## src/rtl/lsu_pkg.sv

```systemverilog
// Shared constants and lane helpers for the MEM-stage load/store unit.
package lsu_pkg;

    localparam int LSU_LB  = 0;
    localparam int LSU_LBU = 1;
    localparam int LSU_LH  = 2;
    localparam int LSU_LHU = 3;
    localparam int LSU_LW  = 4;
    localparam int LSU_SB  = 5;
    localparam int LSU_SH  = 6;
    localparam int LSU_SW  = 7;

    localparam logic [1:0] SIZE_BYTE = 2'd0;
    localparam logic [1:0] SIZE_HALF = 2'd1;
    localparam logic [1:0] SIZE_WORD = 2'd2;

    localparam logic [4:0] EXC_ADEL = 5'h04;
    localparam logic [4:0] EXC_ADES = 5'h05;

    typedef enum logic [1:0] {
        ST_IDLE = 2'd0,
        ST_REQ  = 2'd1,
        ST_WAIT = 2'd2,
        ST_DONE = 2'd3
    } lsu_state_e;

    function automatic logic is_store(input logic [7:0] op);
        return op[LSU_SB] | op[LSU_SH] | op[LSU_SW];
    endfunction

    function automatic logic is_word(input logic [7:0] op);
        return op[LSU_LW] | op[LSU_SW];
    endfunction

    function automatic logic is_half(input logic [7:0] op);
        return op[LSU_LH] | op[LSU_LHU] | op[LSU_SH];
    endfunction

    function automatic logic is_misaligned(input logic [7:0] op, input logic [1:0] a);
        if (is_word(op)) begin
            return (a != 2'b00);
        end else if (is_half(op)) begin
            return a[0];
        end else begin
            return 1'b0;
        end
    endfunction

    function automatic logic [1:0] op_size(input logic [7:0] op);
        if (is_word(op)) begin
            return SIZE_WORD;
        end else if (is_half(op)) begin
            return SIZE_HALF;
        end else begin
            return SIZE_BYTE;
        end
    endfunction

    function automatic logic [3:0] store_wstrb(input logic [7:0] op, input logic [1:0] a);
        if (op[LSU_SW]) begin
            return 4'b1111;
        end else if (op[LSU_SH]) begin
            return a[1] ? 4'b1100 : 4'b0011;
        end else if (op[LSU_SB]) begin
            return 4'b0001 << a;
        end else begin
            return 4'b0000;
        end
    endfunction

    function automatic logic [31:0] store_wdata(input logic [7:0] op, input logic [31:0] b);
        if (op[LSU_SB]) begin
            return {4{b[7:0]}};
        end else if (op[LSU_SH]) begin
            return {2{b[15:0]}};
        end else begin
            return b;
        end
    endfunction

endpackage

```

## src/rtl/lsu_load_align.sv

```systemverilog
// Selects the addressed byte/halfword of a read word and sign- or zero-extends it.
module load_align
    import lsu_pkg::*;
(
    input  logic [7:0]  op,
    input  logic [1:0]  addr,
    input  logic [31:0] rdata,
    output logic [31:0] result
);

    logic [7:0]  byte_s;
    logic [15:0] half_s;

    // Lane select and extension; stores produce zero.
    always_comb begin
        byte_s = 8'h00;
        half_s = addr[1] ? rdata[31:16] : rdata[15:0];
        case (addr)
            2'd0:    byte_s = rdata[7:0];
            2'd1:    byte_s = rdata[15:8];
            2'd2:    byte_s = rdata[23:16];
            2'd3:    byte_s = rdata[31:24];
            default: byte_s = 8'h00;
        endcase
        result = 32'h0000_0000;
        if (op[LSU_SB] | op[LSU_SH] | op[LSU_SW]) begin
            result = 32'h0000_0000;
        end else if (op[LSU_LB]) begin
            result = {{24{byte_s[7]}}, byte_s};
        end else if (op[LSU_LBU]) begin
            result = {24'h00_0000, byte_s};
        end else if (op[LSU_LH]) begin
            result = {{16{half_s[15]}}, half_s};
        end else if (op[LSU_LHU]) begin
            result = {16'h0000, half_s};
        end else if (op[LSU_LW]) begin
            result = rdata;
        end else begin
            result = 32'h0000_0000;
        end
    end

endmodule

```

## src/rtl/lsu.sv

```systemverilog
// MEM-stage load/store unit: one op at a time over an SRAM-like req/addr_ok/data_ok bus.
module lsu
    import lsu_pkg::*;
#(
    parameter int ADDR_WIDTH = 32
) (
    input  logic                  clk,
    input  logic                  resetn,
    input  logic                  in_valid,
    output logic                  in_ready,
    input  logic [7:0]            in_op,
    input  logic [ADDR_WIDTH-1:0] in_addr,
    input  logic [31:0]           in_wdata,
    input  logic                  flush,
    output logic                  data_req,
    output logic                  data_wr,
    output logic [1:0]            data_size,
    output logic [ADDR_WIDTH-1:0] data_addr,
    output logic [3:0]            data_wstrb,
    output logic [31:0]           data_wdata,
    input  logic                  data_addr_ok,
    input  logic                  data_data_ok,
    input  logic [31:0]           data_rdata,
    output logic                  out_valid,
    input  logic                  out_ready,
    output logic [31:0]           out_rdata,
    output logic                  out_exc,
    output logic [4:0]            out_exc_code,
    output logic [ADDR_WIDTH-1:0] out_badvaddr
);

    lsu_state_e            state_r;
    logic                  cancel_r;
    logic [7:0]            op_r;
    logic [ADDR_WIDTH-1:0] addr_r;
    logic                  wr_r;
    logic [1:0]            size_r;
    logic [3:0]            wstrb_r;
    logic [31:0]           wdata_r;
    logic                  data_req_r;
    logic                  out_valid_r;
    logic [31:0]           out_rdata_r;
    logic                  out_exc_r;
    logic [4:0]            out_exc_code_r;
    logic [ADDR_WIDTH-1:0] out_badvaddr_r;
    logic [31:0]           align_s;

    load_align u_align (
        .op     (op_r),
        .addr   (addr_r[1:0]),
        .rdata  (data_rdata),
        .result (align_s)
    );

    // Control FSM; bus request fields are captured once at accept and held until addr_ok.
    always_ff @(posedge clk or negedge resetn) begin
        if (!resetn) begin
            state_r        <= ST_IDLE;
            cancel_r       <= 1'b0;
            op_r           <= 8'h00;
            addr_r         <= '0;
            wr_r           <= 1'b0;
            size_r         <= SIZE_BYTE;
            wstrb_r        <= 4'b0000;
            wdata_r        <= 32'h0000_0000;
            data_req_r     <= 1'b0;
            out_valid_r    <= 1'b0;
            out_rdata_r    <= 32'h0000_0000;
            out_exc_r      <= 1'b0;
            out_exc_code_r <= 5'h00;
            out_badvaddr_r <= '0;
        end else begin
            case (state_r)
                ST_IDLE: begin
                    if (!flush && in_valid) begin
                        op_r           <= in_op;
                        addr_r         <= in_addr;
                        wr_r           <= is_store(in_op);
                        size_r         <= op_size(in_op);
                        wstrb_r        <= store_wstrb(in_op, in_addr[1:0]);
                        wdata_r        <= store_wdata(in_op, in_wdata);
                        out_rdata_r    <= 32'h0000_0000;
                        out_badvaddr_r <= in_addr;
                        if (is_misaligned(in_op, in_addr[1:0])) begin
                            state_r        <= ST_DONE;
                            out_valid_r    <= 1'b1;
                            out_exc_r      <= 1'b1;
                            out_exc_code_r <= is_store(in_op) ? EXC_ADES : EXC_ADEL;
                        end else begin
                            state_r        <= ST_REQ;
                            data_req_r     <= 1'b1;
                            out_exc_r      <= 1'b0;
                            out_exc_code_r <= 5'h00;
                        end
                    end
                end
                ST_REQ: begin
                    if (flush) begin
                        cancel_r <= 1'b1;
                    end
                    if (data_addr_ok) begin
                        data_req_r <= 1'b0;
                        state_r    <= ST_WAIT;
                    end
                end
                ST_WAIT: begin
                    if (data_data_ok) begin
                        cancel_r <= 1'b0;
                        if (flush || cancel_r) begin
                            state_r <= ST_IDLE;
                        end else begin
                            state_r     <= ST_DONE;
                            out_valid_r <= 1'b1;
                            out_rdata_r <= wr_r ? 32'h0000_0000 : align_s;
                        end
                    end else if (flush) begin
                        cancel_r <= 1'b1;
                    end
                end
                ST_DONE: begin
                    if (flush || out_ready) begin
                        state_r     <= ST_IDLE;
                        out_valid_r <= 1'b0;
                        out_exc_r   <= 1'b0;
                    end
                end
                default: begin
                    state_r     <= ST_IDLE;
                    cancel_r    <= 1'b0;
                    data_req_r  <= 1'b0;
                    out_valid_r <= 1'b0;
                    out_exc_r   <= 1'b0;
                end
            endcase
        end
    end

    assign in_ready     = (state_r == ST_IDLE);
    assign data_req     = data_req_r;
    assign data_wr      = wr_r;
    assign data_size    = size_r;
    assign data_addr    = addr_r;
    assign data_wstrb   = wstrb_r;
    assign data_wdata   = wdata_r;
    assign out_valid    = out_valid_r;
    assign out_rdata    = out_rdata_r;
    assign out_exc      = out_exc_r;
    assign out_exc_code = out_exc_code_r;
    assign out_badvaddr = out_badvaddr_r;

endmodule
```

## config.mk

```make
export PLATFORM = sky130hd
export DESIGN_NAME = lsu
export DESIGN_NICKNAME = d
export VERILOG_FILES = /design/src/rtl/lsu_pkg.sv /design/src/rtl/lsu_load_align.sv /design/src/rtl/lsu.sv
export SDC_FILE = /design/constraint.sdc
export NUM_CORES = 1
export LEC_CHECK = 0
export ABC_AREA = 1
export CAP_MARGIN = 5
export CORE_MARGIN = 10
export CORE_UTILIZATION = 35
export CTS_CLUSTER_DIAMETER = 200
export DETAILED_ROUTE_END_ITERATION = 16
export GPL_TIMING_DRIVEN = 0
export HOLD_SLACK_MARGIN = 0.03
export PLACE_DENSITY = 0.73
export SLEW_MARGIN = 20
export SYNTH_ARGS = -nofsm -noshare
export SYNTH_HDL_FRONTEND = slang
export SYNTH_SLANG_ARGS = --single-unit
```

## constraint.sdc

```tcl
create_clock -name clk -period 1.54 [get_ports clk]
set_input_delay 0.308 -clock clk [delete_from_list [all_inputs] [get_ports clk]]
set_output_delay 0.308 -clock clk [all_outputs]
set_load 0.02 [all_outputs]
```

### Yosys cells after proc, flatten, opt, wreduce, memory -nomap -nowiden

Cells that the tools add are included.

| cells by class | value |
|---|---|
| $add $sub $neg | 0 |
| multiply operators | 0 |
| divide/modulo/power cells | 0 |
| $lt $le $gt $ge | 0 |
| eq/ne operators | 13 |
| shifts and indexed selects | 1 |
| muxes and demuxes | 50 |
| bitwise logic cells | 7 |
| reductions and logical operators | 18 |

Operators by type and width:

| kind | number |
|---|---|
| 32-bit 2-to-1 mux | 12 |
| 32-bit one-hot mux with 2 select lines | 1 |
| 8-bit one-hot mux with 4 select lines | 1 |
| 1-bit 2-to-1 mux | 18 |
| 16-bit 2-to-1 mux | 1 |
| 4-bit 2-to-1 mux | 4 |
| 2-bit 2-to-1 mux | 7 |
| 4-bit AND reduction | 3 |
| 2-bit != test (second input constant) | 5 |
| 2-bit nonzero test | 5 |
| 2-bit equality test (second input constant) | 4 |
| 2-bit one-hot mux with 4 select lines | 1 |
| 1-bit OR | 7 |
| 1-bit one-hot mux with 2 select lines | 3 |
| 6-bit AND reduction | 1 |
| 2-bit by 1-bit equality test with 1-bit output (second input constant) | 2 |
| 2-bit logical NOT | 2 |
| 2-bit by 1-bit != test with 1-bit output (second input constant) | 2 |
| 1-bit by 2-bit << shifter with 4-bit output (first input constant) | 1 |
| 3-bit 2-to-1 mux | 1 |
| 1-bit one-hot mux with 3 select lines | 1 |
| 3-bit AND reduction | 1 |
| 3-bit nonzero test | 1 |
| 1-bit logical OR | 2 |
| 3 further kinds | 3 |

| word-level totals | value |
|---|---|
| register bits | 122 |
| bits in latches | 0 |
| bits in writable memories | 0 |
| ROM bits | 0 |
| bits of input ports | 111 |
| output and inout port bits | 144 |
| word-level logic and storage cells | 102 |
| memories kept | 0 |

### Depth between registers and ports, before layout

Gate-level depths: netlist of the first run.

| depth | value |
|---|---|
| depth in word-level cells | 10 |
| depth in mapped cells | 10 |
| depth with buffers taken out | 9 |

### Hierarchy

A second synthesis of the first run with hierarchy kept.

| unflattened totals | value |
|---|---|
| cell total of the unflattened synthesis | 907 |
| area total of the unflattened synthesis | 6692.7 um^2 |

Modules (own cells, without submodules):

| module | times used | cells an instance | area an instance (um^2) | sequential area each (um^2) |
|---|---|---|---|---|
| lsu | 1 | 607 | 5272.6 | 2977.9 |
| load_align | 1 | 300 | 1420.1 | 0.0 |

### Least setup slack after synthesis of the first run

No wires, ideal clock.

| path | value |
|---|---|
| path type | register to register |
| start point | register state_r[0] |
| end point | register out_rdata_r[29] (netlist: out_rdata[29]) |
| setup time | 0.065 ns |
| arrival time | 1.610 ns |
| data required time | 1.475 ns |
| path slack | -0.135 ns |
| cell stages (with the launch flop) | 11 |
| path buffers | 2 |
| period minus slack after synthesis | 1.675 ns |
| path through | dfrtp_1 > inv_1 > ha_1 > buf_4 > nor2_1 > nor2_2 > nand2_4 > nor2_8 > buf_4 > nand3_2 > nand2_1 |

| between the ends | value |
|---|---|
| word-level cells in the longest chain between the ends | 3 |
| elaborated cells on any way between the ends | 8 |
| classes of those cells | eq/ne (4); mux (1); reduce/logical (3) |

Ends and longest elaborated chain:

| what | RTL line | source |
|---|---|---|
| start: declaration | lsu.sv:32 | `lsu_state_e state_r;` |
| start signal: assignment | lsu.sv:58 | `state_r <= ST_IDLE;` |
| start signal: assignment | lsu.sv:85 | `state_r <= ST_DONE;` |
| start signal: assignment | lsu.sv:90 | `state_r <= ST_REQ;` |
| 2-bit logical NOT * | n/a |  |
| via in_ready | lsu.sv:10 | `output logic in_ready,` |
| 2-bit by 1-bit != test with 1-bit output (no line) / 2-bit nonzero test (equally long branches) | n/a |  |
| 4-bit AND reduction (no line) | n/a |  |
| end signal: assignment | lsu.sv:114 | `out_rdata_r <= wr_r ? 32'h0000_0000 : align_s;` |
| end: declaration | lsu.sv:42 | `logic [31:0] out_rdata_r;` |

Mark *: on every way through the listed nets, which the timed path passes. The rest lies on a longest branch.
A chain may end at the register's enable or synchronous reset.

### Worst setup path in the final report of the first run

| path | value |
|---|---|
| start point | register state_r[1] |
| end point | output in_ready |

| between the ends | value |
|---|---|
| word-level cells in the longest chain between the ends | 1 |

Ends and longest elaborated chain:

| what | RTL line | source |
|---|---|---|
| 2-bit logical NOT | lsu.sv:138 | `assign in_ready = (state_r == ST_IDLE);` |
| end: declaration | lsu.sv:10 |  |

Every way passes these cells.

==> results of run 1 <==
[power by group]
group / switching, mW / total (mW) / leakage (nW) / internal [mW]
combinational: 7.32 / 12.5 / 3.75 / 5.23
clock: 1.51 / 3.97 / 0.274 / 2.46
sequential: 0.960 / 5.40 / 1.49 / 4.44
total: 9.79 / 21.9 / 5.52 / 12.1
[layout by cell type, fill, tap and decap left out, drive strengths merged]
cell type,synthesis,layout
clkbuf,10,33
nand3,104,105
o211ai,1,1
a31o,1,1
buf,71,125
dlygate4sd3,0,1
bufinv,0,2
clkinv,1,6
clkdlybuf4s50,0,107
clkinvlp,0,4
conb,1,3
dlygate4sd2,0,102
nor2,43,43
or2,2,2
clkdlybuf4s15,0,21
nand4,1,1
nand2,343,343
inv,54,54
a2bb2oi,16,16
a22o,1,1
o22ai,8,8
ha,4,4
nor3,1,1
dfrtp,119,119
a21oi,29,29
o21ai,42,42
[kinds of logic (layout without fill, tap and decap cells)]
kind of cell | after synthesis | in the layout
flops | 119 | 119
compound gates | 98 | 98
other cells | 1 | 3
buf+inv | 136 | 455
simple gates | 494 | 495
fa+ha+maj | 4 | 4
[through the flow]
step | cell area (sq um) | instances | TNS, ps | hold slack (ps) | total power, mW
2_1_floorplan | 6550 | 854 | 0 | 12.4 | 12.2
3_3_place_gp | 9320 | 1332 | -582160 | 463 | 17.3
3_5_place_dp | 9350 | 1333 | -35280 | 252 | 17.4
4_1_cts | 10500 | 1398 | -4960 | 295 | 21.6
5_1_grt | 10700 | 1403 | -11680 | 308 | 23.3
6_report | 10700 | 1403 | -5520 | 306 | 21.9
[layout make-up]
| cell class | instances | area, sq um | area share |
|---|---|---|---|
| timing repair buffer | 289 | 2740 | 0.255 |
| inverter | 55 | 216 | 0.0202 |
| buffer | 80 | 699 | 0.0652 |
| tap | 229 | 287 | 0.0267 |
| multi-input combinational | 600 | 3220 | 0.300 |
| sequential | 119 | 2980 | 0.278 |
| clock inverter | 11 | 126 | 0.0118 |
| clock buffer | 20 | 457 | 0.0426 |
[metal layers]
metal | track usage | vias to the layer above | part of all wire | wire, microns
met4 | 0.0562 | 0 | 0.021 | 544
met1 | 0.231 | 3289 | 0.38 | 10000
met2 | 0.344 | 300 | 0.48 | 12600
li1 | - | 3311 | - | -
met5 | 0 | - | 0 | 0
met3 | 0.102 | 40 | 0.11 | 2930
[sequential cells by signal, indices dropped and copies added (netlist names)]
register,cells
data_wstrb,4
cancel_r,1
out_rdata,32
data_wr,1
data_wdata,32
op_r,8
out_badvaddr,32
out_valid,1
data_size,2
out_exc_code,2
out_exc,1
state_r,2
data_req,1
[critical path: stages, from the launching register on]
cell and delay [ps]:
dfrtp_1 430, inv_2 80, ha_4 170, buf_4 130, buf_6 120
[timing repair]
action	4_1_cts	5_1_grt
endpoints found under the hold margin	42	0
setup buffers	25	11
cloned	8	2
hold buffers	1	0
resized for setup	324	92
pin swaps	11	39
endpoints found under the setup margin	256	137
[worst max-delay path by stage]
stage / start / endpoint / slack [ps] / depth (start not counted)
floorplan: state_r[0] / out_rdata[12] / 4 / 10
detailed placement: flush / out_badvaddr[10] / -390 / 8
global route: state_r[1] / data_wdata[23] / -160 / 8
global placement: resetn / out_badvaddr[22] / -4630 / 1
finish: state_r[1] / in_ready / -110 / 4
CTS: state_r[1] / out_rdata[14] / -120 / 10
==> impl_metrics.json, run 1 <==
{
  "period_minus_slack_ps": 1650,
  "async_reset_ff_frac": 1.00,
  "via_count": 6940,
  "fill_cells": 1611,
  "synth_seq_cells": 119,
  "drive_above_1_share": 0.252,
  "clockBufferDepth": 2,
  "rsz0062_at_grt": "true",
  "min_path_type": "in2reg",
  "hold_start": "in_op[5]",
  "synth_top_cell_by_area": "dfrtp_1",
  "netlist.area_leader.share": 0.457,
  "reg2reg_slack_ps": -100,
  "startpoint_type": "register",
  "synth-simple-area-share": 0.334,
  "synth.area.top_cells": "dfrtp_1 (46%), nand2_1 (20%), nand3_1 (6.1%)",
  "wl_microns": 26100,
  "cts.sinks": 119,
  "crit_type": "reg2out",
  "top_level_ports": 255,
  "p_leak_nw": 5.52,
  "drc": 0,
  "cts_tree": "built",
  "post-route-period-util": 1.07,
  "yosysMostFrequentCell": "nand2_1",
  "grt_pass1_vias": 7257,
  "worst_pin_slew_ps": 1030,
  "firstDrtPassIters": 5,
  "grt_pass1_wl_microns": 39600,
  "initial_core_util": 0.359,
  "drtIter0Drc": 388,
  "drtAntennaViolNets": 0,
  "fmax_ghz": 0.605,
  "cts-buffers-inserted": 17,
  "synth_xor_area_frac": 0,
  "gp_congestion": 0.916,
  "grt_max_degree": 78,
  "vias_per_cell": 4.95,
  "finalHoldViolCount": 0,
  "area_growth_syn_to_layout_pct": 64.7,
  "nets": 1277,
  "slew-limit-headroom": 0.316,
  "min_to": "op_r[5]",
  "setup_violations": 100,
  "dp_slack_ps": -387,
  "fin_skew_ps": 8.89,
  "clock_latency_ps": 420,
  "yosys-top-cells-count": "nand2_1 (339), dfrtp_1 (119), nand3_1 (79)",
  "postSynthAreaPerCell_sq_um": 7.64,
  "worstHoldPathCells": 3,
  "synthMuxAreaShare": 0,
  "final-max-slew-violation-count": 0,
  "die_h_microns": 156,
  "cellPowerDensity_mw_per_mm2": 2040,
  "synth_top_family_by_area": "simple AND/OR/NAND/NOR gates",
  "r2r_end": "out_badvaddr[25]",
  "path_clk_slew_ps": 60,
  "cap_violations": 0,
  "arrival_ps": 1350,
  "synth_edf_count": 0,
  "finish.utilization": 0.591,
  "synthAdderAreaFrac": 0.00769,
  "yosysUniqueCellTypes": 31,
  "status": "finished, violations left",
  "rr_startpoint": "state_r[1]",
  "num_rows": 49,
  "dieWidth_microns": 156,
  "vdd_ir_drop_max_mv": 1.42,
  "die_area_sq_mm": 0.0245,
  "avgRoutedWirePerCell_microns": 18.6,
  "synth_area_sq_mm": 0.00651,
  "yosys_warnings": 0,
  "r2r_cells": 9,
  "synth_cells": 852,
  "grt_use_total": 0.207,
  "synth_top_flop_cell": "dfrtp_1",
  "overflow": 0,
  "ys_seq_area_frac": 0.457,
  "cp_max_fo": 3,
  "antenna_found_initial": 0,
  "coreArea_sq_mm": 0.0181,
  "synth_compound_area_frac": 0.0888,
  "cp.required_ps": 1230,
  "cp-end-kind": "primary output",
  "hpwl_microns": 19000,
  "num_antenna_cells": 0,
  "fin_ws_ps": -113,
  "htreeDepth": 4,
  "violations": "setup timing",
  "root_buffer": "clkbuf_16",
  "io_buffers": 249
}
Note: power is estimated with default switching activity, not from simulation.
==> inputs of run 2 (changes only) <==
- CORE_UTILIZATION: 35 -> 40
- MAX_ROUTING_LAYER: unset -> met4
- PLACE_DENSITY: 0.73 -> 0.81
==> impl_metrics.json, run 2 (synthesis results as in run 1) <==
{
  "firstDrtPassIters": 5,
  "crit_type": "reg2reg",
  "top_level_ports": 255,
  "avgRoutedWirePerCell_microns": 20.3,
  "min_path_type": "in2reg",
  "grt_use_total": 0.250,
  "intPower_mw": 12.9,
  "total_power_mw": 23.1,
  "hpwl_microns": 19000,
  "fin_ws_ps": -134,
  "drive_above_1_share": 0.309,
  "cts.sinks": 119,
  "cts_tree": "built",
  "post-route-period-util": 1.09,
  "grt_pass1_wl_microns": 41700,
  "vdd_ir_drop_max_mv": 1.27,
  "root_buffer": "clkbuf_16",
  "initial_core_util": 0.408,
  "p_comb_frac": 0.571,
  "startpoint_type": "register",
  "clockBufferDepth": 2,
  "seq_power_share": 0.237,
  "cp-end-kind": "register",
  "coreArea_sq_mm": 0.0159,
  "drc": 0,
  "drtAntennaViolNets": 0,
  "via_count": 7240,
  "slew-limit-headroom": 0.247,
  "violations": "setup timing",
  "path_clk_slew_ps": 60,
  "switching_share": 0.442,
  "hold_slack_ps": 294,
  "final-max-slew-violation-count": 0,
  "nets": 1283,
  "clock_latency_ps": 420,
  "finalHoldViolCount": 0,
  "cellPowerDensity_mw_per_mm2": 2040,
  "status": "finished, violations left",
  "p_clk_frac": 0.193,
  "overflow": 0,
  "cts-buffers-inserted": 17,
  "cp_max_fo": 5,
  "worst_pin_slew_ps": 1130,
  "area_growth_syn_to_layout_pct": 73.6,
  "die_h_microns": 148,
  "mostFrequentLayoutCells": "nand2_1 (270), dfrtp_1 (117), clkdlybuf4s50_1 (107), dlygate4sd2_1 (106), nand3_1 (71)",
  "cap_violations": 0,
  "num_rows": 46,
  "p_sw_mw": 10.2,
  "finish.utilization": 0.709,
  "dp_slack_ps": -406,
  "dieWidth_microns": 148,
  "worstHoldPathCells": 3,
  "grt_pass1_vias": 7494,
  "fmax_ghz": 0.597,
  "fin_skew_ps": 7.62,
  "p_leak_nw": 5.81,
  "num_antenna_cells": 0,
  "arrival_ps": 2020,
  "vias_per_cell": 5.18,
  "io_buffers": 249,
  "rsz0062_at_grt": "true",
  "setup_tns_ps": -5570,
  "grt_max_degree": 68,
  "setup_violations": 101,
  "wl_microns": 28300,
  "final_common_cell": "nand2_1",
  "period_minus_slack_ps": 1670,
  "r2r_cells": 9,
  "die_area_sq_mm": 0.0218,
  "htreeDepth": 4,
  "drtIter0Drc": 497,
  "gp_congestion": 0.979,
  "cp.required_ps": 1880,
  "antenna_found_initial": 0
}
## run 2: final cells by class
class / count / area [sq um]
buffer: 73 / 638
inverter: 55 / 214
clock inverter: 11 / 196
timing repair buffer: 302 / 3050
sequential: 119 / 2980
tap: 216 / 270
fill: 1147 / 4640
multi-input combinational: 600 / 3500
clock buffer: 21 / 450
## run 2: path summary, 6_finish.rpt
| path | startpoint | endpoint | slack (ps) |
|---|---|---|---|
| worst max register to register | state_r[1] | data_wdata[22] | -130 |
| worst min register to register | out_rdata[30] | out_rdata[30] | 460 |
| min in group asynchronous | resetn | out_rdata[2] | 410 |
| max in group asynchronous | resetn | data_wdata[1] | 410 |
| worst max-delay path | state_r[1] | data_wdata[22] | -130 |
| worst min-delay path | in_op[5] | op_r[5] | 290 |
## run 2: power groups by stage
stage          Clock (mW)  Combinational (mW)  Sequential [mW]
6_report             4.44                13.2             5.46
5_1_grt              4.62                14.1             5.60
4_1_cts              4.44                12.3             5.40
3_5_place_dp            0                11.9             5.44
3_3_place_gp            0                11.7             5.44
2_1_floorplan           0                5.45             6.71
## run 2: layer usage
layer | track usage | vias up | wire length, microns
met2 | 0.418 | 335 | 14500
met4 | 0.0902 | 0 | 801
met5 | - | - | 0
met3 | 0.0852 | 61 | 2480
li1 | - | 3320 | -
met1 | 0.271 | 3524 | 10600
## run 2: worst max-delay path: stages (launching register included)
cell and delay [ps]:
dfrtp_1 430, inv_2 100, ha_4 150, buf_8 130
nand3_4 150, inv_8 140, buf_6 140, buf_8 150
o21ai_2 60, o21ai_1 140
## run 2: what timing repair did
item                                   CTS  global route
hold buffers                             1             0
gates resized for setup                366           161
gates cloned                            11             5
setup buffers                           27            15
setup endpoints to repair              256           138
endpoints found under the hold margin   52             0
pin swaps                               22            47
## run 2: metrics by stage
step / std cells / area, sq um
floorplan: 854 / 6550
global placement: 1319 / 9310
detailed placement: 1320 / 9340
CTS: 1387 / 10800
global route: 1397 / 11300
finish: 1397 / 11300
